$ cat src/rtl/pipeline_stall_controller_pkg.sv
// Shared pipeline control definitions: FSM encoding, default widths and the
// RUN-state control decode used by the stall controller.
package pipeline_stall_controller_pkg;

    typedef enum logic {
        RUN       = 1'b0,
        MEM_STALL = 1'b1
    } state_e;

    localparam int DEF_CNT_W       = 32;
    localparam int DEF_WDOG_CYCLES = 1024;
    localparam int DEF_WDOG_W      = 11;

    typedef struct packed {
        logic freeze_pc;
        logic freeze_if_id;
        logic freeze_back;
        logic flush_if_id;
        logic bubble_id_exe;
    } ctrl_t;

    localparam ctrl_t CTRL_IDLE   = '{1'b0, 1'b0, 1'b0, 1'b0, 1'b0};
    localparam ctrl_t CTRL_FREEZE = '{1'b1, 1'b1, 1'b1, 1'b0, 1'b0};
    localparam ctrl_t CTRL_FLUSH  = '{1'b0, 1'b0, 1'b0, 1'b1, 1'b1};
    localparam ctrl_t CTRL_BUBBLE = '{1'b1, 1'b1, 1'b0, 1'b0, 1'b1};

    // A taken branch squashes the instruction the hazard unit wants to stall,
    // so branch beats hazard.
    function automatic ctrl_t run_ctrl(input logic branch, input logic hazard);
        if (branch) begin
            return CTRL_FLUSH;
        end else if (hazard) begin
            return CTRL_BUBBLE;
        end
        return CTRL_IDLE;
    endfunction

endpackage

$ cat src/rtl/pipeline_stall_controller_sat_counter.sv
// Saturating event counter with synchronous clear; clear beats increment.
module sat_counter #(
    parameter int W = 32
) (
    input  logic         clk,
    input  logic         rst,
    input  logic         inc,
    input  logic         clr,
    output logic [W-1:0] cnt
);

    always_ff @(posedge clk or posedge rst) begin
        if (rst) begin
            cnt <= '0;
        end else if (clr) begin
            cnt <= '0;
        end else if (inc && (cnt != '1)) begin
            cnt <= cnt + W'(1);
        end
    end

endmodule

$ cat src/rtl/pipeline_stall_controller.sv
// Pipeline freeze/flush/bubble controller: Mealy decode of hazard, memory
// ready and branch, with a pending-branch latch across memory stalls.
module pipeline_stall_controller
    import pipeline_stall_controller_pkg::*;
#(
    parameter int CNT_W       = DEF_CNT_W,
    parameter int WDOG_CYCLES = DEF_WDOG_CYCLES,
    parameter int WDOG_W      = DEF_WDOG_W
) (
    input  logic             clk,
    input  logic             rst,
    input  logic             hazard,
    input  logic             mem_ready,
    input  logic             branch_taken,
    input  logic             clr_counters,
    output logic             freeze_pc,
    output logic             freeze_if_id,
    output logic             freeze_back,
    output logic             flush_if_id,
    output logic             bubble_id_exe,
    output logic [CNT_W-1:0] stall_cycles,
    output logic [CNT_W-1:0] flush_count,
    output logic [CNT_W-1:0] bubble_count,
    output logic             wdog_trip
);

    state_e              state;
    state_e              state_next;
    logic                br_pending;
    logic                br_pending_next;
    ctrl_t               ctrl;
    logic                inc_stall;
    logic                inc_flush;
    logic                inc_bubble;
    logic [WDOG_W-1:0]   wdog_cnt;

    always_ff @(posedge clk or posedge rst) begin
        if (rst) begin
            state      <= RUN;
            br_pending <= 1'b0;
        end else begin
            state      <= state_next;
            br_pending <= br_pending_next;
        end
    end

    always_comb begin
        state_next      = state;
        br_pending_next = br_pending;
        ctrl            = CTRL_IDLE;
        case (state)
            RUN: begin
                if (!mem_ready) begin
                    ctrl            = CTRL_FREEZE;
                    state_next      = MEM_STALL;
                    br_pending_next = branch_taken;
                end else begin
                    ctrl = run_ctrl(branch_taken, hazard);
                end
            end
            MEM_STALL: begin
                if (!mem_ready) begin
                    ctrl = CTRL_FREEZE;
                    if (branch_taken) begin
                        br_pending_next = 1'b1;
                    end
                end else begin
                    // Release cycle: the remembered branch and a live one merge into one flush.
                    ctrl            = run_ctrl(branch_taken | br_pending, hazard);
                    state_next      = RUN;
                    br_pending_next = 1'b0;
                end
            end
            default: begin
                state_next      = RUN;
                br_pending_next = 1'b0;
            end
        endcase
        // Controls drop the moment reset asserts, independent of the inputs.
        if (rst) begin
            ctrl = CTRL_IDLE;
        end
    end

    assign freeze_pc     = ctrl.freeze_pc;
    assign freeze_if_id  = ctrl.freeze_if_id;
    assign freeze_back   = ctrl.freeze_back;
    assign flush_if_id   = ctrl.flush_if_id;
    assign bubble_id_exe = ctrl.bubble_id_exe;

    assign inc_stall  = ctrl.freeze_pc;
    assign inc_flush  = ctrl.flush_if_id;
    assign inc_bubble = ctrl.bubble_id_exe & ctrl.freeze_pc;

    sat_counter #(.W(CNT_W)) u_stall_cnt (
        .clk (clk),
        .rst (rst),
        .inc (inc_stall),
        .clr (clr_counters),
        .cnt (stall_cycles)
    );

    sat_counter #(.W(CNT_W)) u_flush_cnt (
        .clk (clk),
        .rst (rst),
        .inc (inc_flush),
        .clr (clr_counters),
        .cnt (flush_count)
    );

    sat_counter #(.W(CNT_W)) u_bubble_cnt (
        .clk (clk),
        .rst (rst),
        .inc (inc_bubble),
        .clr (clr_counters),
        .cnt (bubble_count)
    );

    // WDOG_W must be wide enough that 2**WDOG_W > WDOG_CYCLES.
    always_ff @(posedge clk or posedge rst) begin
        if (rst) begin
            wdog_cnt  <= '0;
            wdog_trip <= 1'b0;
        end else if (freeze_pc) begin
            if (wdog_cnt != '1) begin
                wdog_cnt <= wdog_cnt + WDOG_W'(1);
            end
            if (wdog_cnt == WDOG_W'(WDOG_CYCLES - 1)) begin
                wdog_trip <= 1'b1;
            end
        end else begin
            wdog_cnt <= '0;
        end
    end

endmodule

$ cat config.mk
export PLATFORM = sky130hd
export DESIGN_NAME = pipeline_stall_controller
export DESIGN_NICKNAME = d
export VERILOG_FILES = /design/src/rtl/pipeline_stall_controller_pkg.sv /design/src/rtl/pipeline_stall_controller_sat_counter.sv /design/src/rtl/pipeline_stall_controller.sv
export SDC_FILE = /design/constraint.sdc
export NUM_CORES = 1
export LEC_CHECK = 0
export CAP_MARGIN = 10
export CORE_MARGIN = 2
export CORE_UTILIZATION = 55
export CTS_CLUSTER_SIZE = 8
export DETAILED_ROUTE_END_ITERATION = 8
export PLACE_DENSITY = 0.9
export SETUP_SLACK_MARGIN = 0.02
export SLEW_MARGIN = 25
export SYNTH_ARGS = -nofsm -noshare
export SYNTH_HDL_FRONTEND = slang
export SYNTH_SLANG_ARGS = --single-unit
export TNS_END_PERCENT = 20
$ cat constraint.sdc
create_clock -name clk -period 15.49 [get_ports clk]
set_input_delay 3.098 -clock clk [delete_from_list [all_inputs] [get_ports clk]]
set_output_delay 3.098 -clock clk [all_outputs]
set_load 0.02 [all_outputs]
# Word-level counts from Yosys, hierarchy flattened
# Cells that the tools add are included.
# Widths: inputs -> output; s select.
[totals]
inputBits = 6
output_inout_bits = 102
word_cells = 59
reg_bits = 110
[classes]
mux = 29
eq_ne = 8
addsub = 4
bitwise = 3
reduce_logical = 8
[ops]
columns = ["operator", "count"]
rows = [
  ["$mux 32", 6],
  ["$add 32x1->32 const B", 3],
  ["$ne 32x32->1 const B", 3],
  ["$mux 5", 8],
  ["$mux 11", 2],
  ["$add 11x1->11 const B", 1],
  ["$eq 11x10->1 const B", 1],
  ["$mux 1", 11],
  ["$ne 11x11->1 const B", 1],
  ["$pmux 5 s2", 1],
  ["$reduce_bool 2->1", 3],
  ["$reduce_and 2->1", 2],
  ["$logic_and 1x1->1", 3],
  ["$ne 3x3->1 const B", 1],
  ["$ne 2x1->1 const B", 1],
  ["$ne 2x2->1 const B", 1],
  ["$pmux 1 s2", 1],
  ["$and 1x1->1", 1],
  ["$not 1->1", 1],
  ["$or 1x1->1", 1],
]

# Depth between registers and ports, before layout
[logic_depth]
word_depth = 12
ltp_mapped = 9
ltp_nobuf = 7

# Modules after synthesis
# Synthesis repeated with hierarchy kept, for this count alone.
[hier_totals]
cells_unflattened = 636
hier_area_um2 = 5983.2
[modules_own_cells]
columns = ["mod", "cells_each", "seq_area_each_um2", "area_each_um2", "instances"]
rows = [
  ["sat_counter", 186, 800.8, 1740.4, 3],
  ["pipeline_stall_controller", 78, 350.3, 762.0, 1],
]

# Least setup slack after synthesis
# Ideal clock, no wire load.
[synth_path]
path_kind = "input to output"
start = "input rst"
end = "output flush_if_id"
path_slack_ns = 5.665
arrival_time_ns = 6.727
path_stages = 4
n_path_buf = 1
required_ns = 12.392
cell_sequence = "inv_1 > nand3_1 > inv_1 > clkbuf_1"
[synth_via]
elab_chain_cells = 1
[synth_rtl]
columns = ["element", "line", "source"]
rows = [
  ["from (decl)", "pipeline_stall_controller.sv:11", "input logic rst,"],
  ["$mux 5", "pipeline_stall_controller.sv:80", "if (rst) begin"],
  ["to (decl)", "pipeline_stall_controller.sv:19", "output logic flush_if_id,"],
]
# No other way between the ends.

# Worst setup path in the final report
# Same ends and word-level chain as after synthesis.

==> flow_metrics.tcl <==
set metrics [dict create \
    grt_pass1_wl_mm 24.23 \
    multi_input_area_um2 2942 \
    cts.clk_slew.worst_paths_ps 90 \
    synthToLayoutAreaGrowth_pct 22.79 \
    cts-root-buf "clkbuf_8" \
    worst_pin_slew_ps 994.4 \
    num_vias 5280 \
    synth-seq-cells 110 \
    cpPeakStageDelay_ps 670 \
    synth_fp_nets 640 \
    seq_area_um2 2753 \
    yosysWarningCount 0 \
    grtUsageTotal_pct 26.40 \
    grt_overflow_total 0 \
    cts_tree "yes" \
    fmax_mhz 114.6 \
    via_per_inst 6.076 \
    die_area_um2 11480 \
    num_rows 37 \
    grt_pass1_vias 4944 \
    fin_crit_ps 8722 \
    cts_buffer_depth 2 \
    postCtsResizedCells 0 \
    drive_above_1_share_pct 5.457 \
    hold_viol 0 \
    syn_area_per_cell_um2 9.291 \
    nets 739 \
    routed_wl_mm 14.76 \
    path_cells "clkdlybuf4s50_1 -> inv_4 -> nand3_1 -> inv_1 -> clkdlybuf4s50_1" \
    h-tree-depth 3 \
    die_w_um 107.2 \
    synth_flop_cell "dfrtp_1" \
    gp_congestion 0.8928 \
    arrival_ps 5620 \
    critPathMaxFanout 41 \
    critPathMostFrequentCell "clkdlybuf4s50_1" \
    worstSetupStartpointType "input port" \
    synth_edf_count 0 \
    power.density_nw_per_um2 67.76 \
    synthesis.area_um2 5853 \
    clkLatencyLatePin_ps 380 \
    dp_hpwl_mm 10.36 \
    fin_ws_ps 6768 \
    cts-buffers-inserted 9 \
    cts_hold_buf 0 \
    die_y_um 107.2 \
    max_slew_margin_pct 33.71 \
    wl_per_cell_um 16.99 \
    synth_cells 630 \
    cp_slowest_cell "clkdlybuf4s50_1" \
    grt_max_degree 98 \
    path_class "in2out" \
    antenna_found_initial 0 \
    setup_viol 0 \
    cts_sinks 110 \
    final.setup_skew_ps 5.972 \
    n_fill_cell 783 \
    run_status "completed" \
    cp.required_ps 12390 \
    critPathCaptureType "output pin" \
    io_buffers 107 \
    initial_utilization_pct 56.70 \
    synth-async-reset-ratio_pct 100.0 \
    final_max_slew_viol_count 0 \
    period_share_pct 56.31 \
    ant_nets 0 \
    drv_cap 0 \
    drc 0 \
    cts_setup_buffers 0 \
    max-vdd-ir-drop_uv 50.53 \
    p_leak_nw 2.783 \
    fin_setup_tns_ps 0 \
    diodes 0 \
    ys_types 56 \
    io_pins 108 \
    dr.pass1.iters 6 \
    core_um2 10320 \
    pre_cts_ws_ps 6750 \
    ys_seq_area_share_pct 47.03 \
    rsz0062_at_grt "false" \
    drtIter0Drc 290 \
    hp-class "reg2reg" \
]
==> registers in the layout (all words and copies together), names as in the netlist <==
name              count
br_pending            1
u_flush_cnt.cnt      32
u_bubble_cnt.cnt     32
wdog_trip             1
u_stall_cnt.cnt      32
state                 1
wdog_cnt             11
==> stage by stage <==
| step | hold slack, ps | power (mW) | utilization, % | std cells | cell area (um2) |
|---|---|---|---|---|---|
| after floorplan | 470.6 | 0.3119 | - | 630 | 5853 |
| after global placement | 486.9 | 0.3197 | 67.85 | 854 | 7004 |
| after detailed placement | 490.7 | 0.3206 | 67.85 | 854 | 7004 |
| after CTS | 525.1 | 0.4882 | 69.62 | 869 | 7187 |
| after global routing | 538.9 | 0.5050 | 69.62 | 869 | 7187 |
| final | 522.2 | 0.4870 | 69.62 | 869 | 7187 |
==> where the power goes <==
| group | internal, mW | switching, mW | total, mW |
|---|---|---|---|
| clock network | 0.0789 | 0.0933 | 0.172 |
| registers | 0.288 | 0.00209 | 0.290 |
| logic | 0.00645 | 0.0179 | 0.0244 |
| total | 0.374 | 0.113 | 0.487 |
==> worst max-delay path, delay by kind of cell <==
kind | cells | cell delay (ps)
buffers and inverters | 4 | 2090
AND/OR/NAND/NOR | 1 | 420
==> path summary, 6_finish.rpt <==
check | startpoint | endpoint | slack [ps] | cells past startpoint
max in group asynchronous | rst | u_stall_cnt.cnt[23]$_DFFE_PP0P_ | 10940 | 3
setup / recovery | rst | flush_if_id | 6770 | 5
min in group asynchronous | rst | u_stall_cnt.cnt[5]$_DFFE_PP0P_ | 3280 | 2
setup reg to reg | wdog_cnt[0]$_DFFE_PP0P_ | wdog_cnt[3]$_DFFE_PP0P_ | 13060 | 7
hold / removal | wdog_trip$_DFFE_PP0P_ | wdog_trip$_DFFE_PP0P_ | 520 | 1
hold reg to reg | wdog_trip$_DFFE_PP0P_ | wdog_trip$_DFFE_PP0P_ | 520 | 1
==> layout by cell type (no fill, tap or decap), drive strengths merged, types with 12 or more instances in the layout <==
master	synthesis	final
or3	12	12
dfrtp	110	110
a21oi	28	28
and3	15	15
nor3	21	21
o21ai	18	18
nand3	49	49
clkbuf	15	14
nand2	46	46
nor2	101	101
nor4	18	18
xor2	39	39
xnor2	35	35
nand4	37	37
clkdlybuf4s50	0	106
inv	15	15
==> cell usage after synthesis (3+ instances only) <==
cell	instances	area (um2)
a31oi_1	4	25.02
xor2_1	39	341.6
nor2b_1	3	18.77
or4_1	5	37.54
and4_1	10	87.58
xnor2_1	35	306.5
nor3_1	20	100.1
dfrtp_1	110	2753
nand4_1	34	212.7
ha_1	4	50.05
o31ai_1	3	22.52
buf_2	3	15.01
or2_2	5	31.28
a21oi_1	26	130.1
and3_1	14	87.58
clkbuf_1	14	52.55
nand2_1	46	172.7
o21ai_0	18	90.09
or3_1	12	75.07
nand4_2	3	37.54
nand3_1	48	240.2
nor2_1	100	375.4
a211oi_1	4	30.03
inv_1	14	52.55
nor4_1	15	93.84
==> cell type report <==
class,count,share of cell area (%)
inverters,15,0.8182
well taps,136,2.368
multi-input cells,484,40.93
flip-flops and latches,110,38.30
repair buffers,109,15.04
clock buffers,14,2.124
clock inverters,1,0.4178
==> logic make-up after synthesis <==
kind of cell / Yosys count / share of synthesized area, %
compound gates: 69 / 7.460
xor+xnor: 74 / 11.07
fa+ha+maj: 4 / 0.8551
buf+inv: 36 / 2.715
flops: 110 / 47.03
mux: 3 / 0.5344
simple gates: 334 / 30.33
==> per-layer routing <==
metal,vias up,global-route usage [%],part of all wire (%)
met4,0,9.276,2.1
met1,2595,34.59,42
li1,2442,-,-
met3,31,4.924,6.4
met2,212,43.99,50
met5,-,0,0
Note: power is estimated with default switching activity, not from simulation.
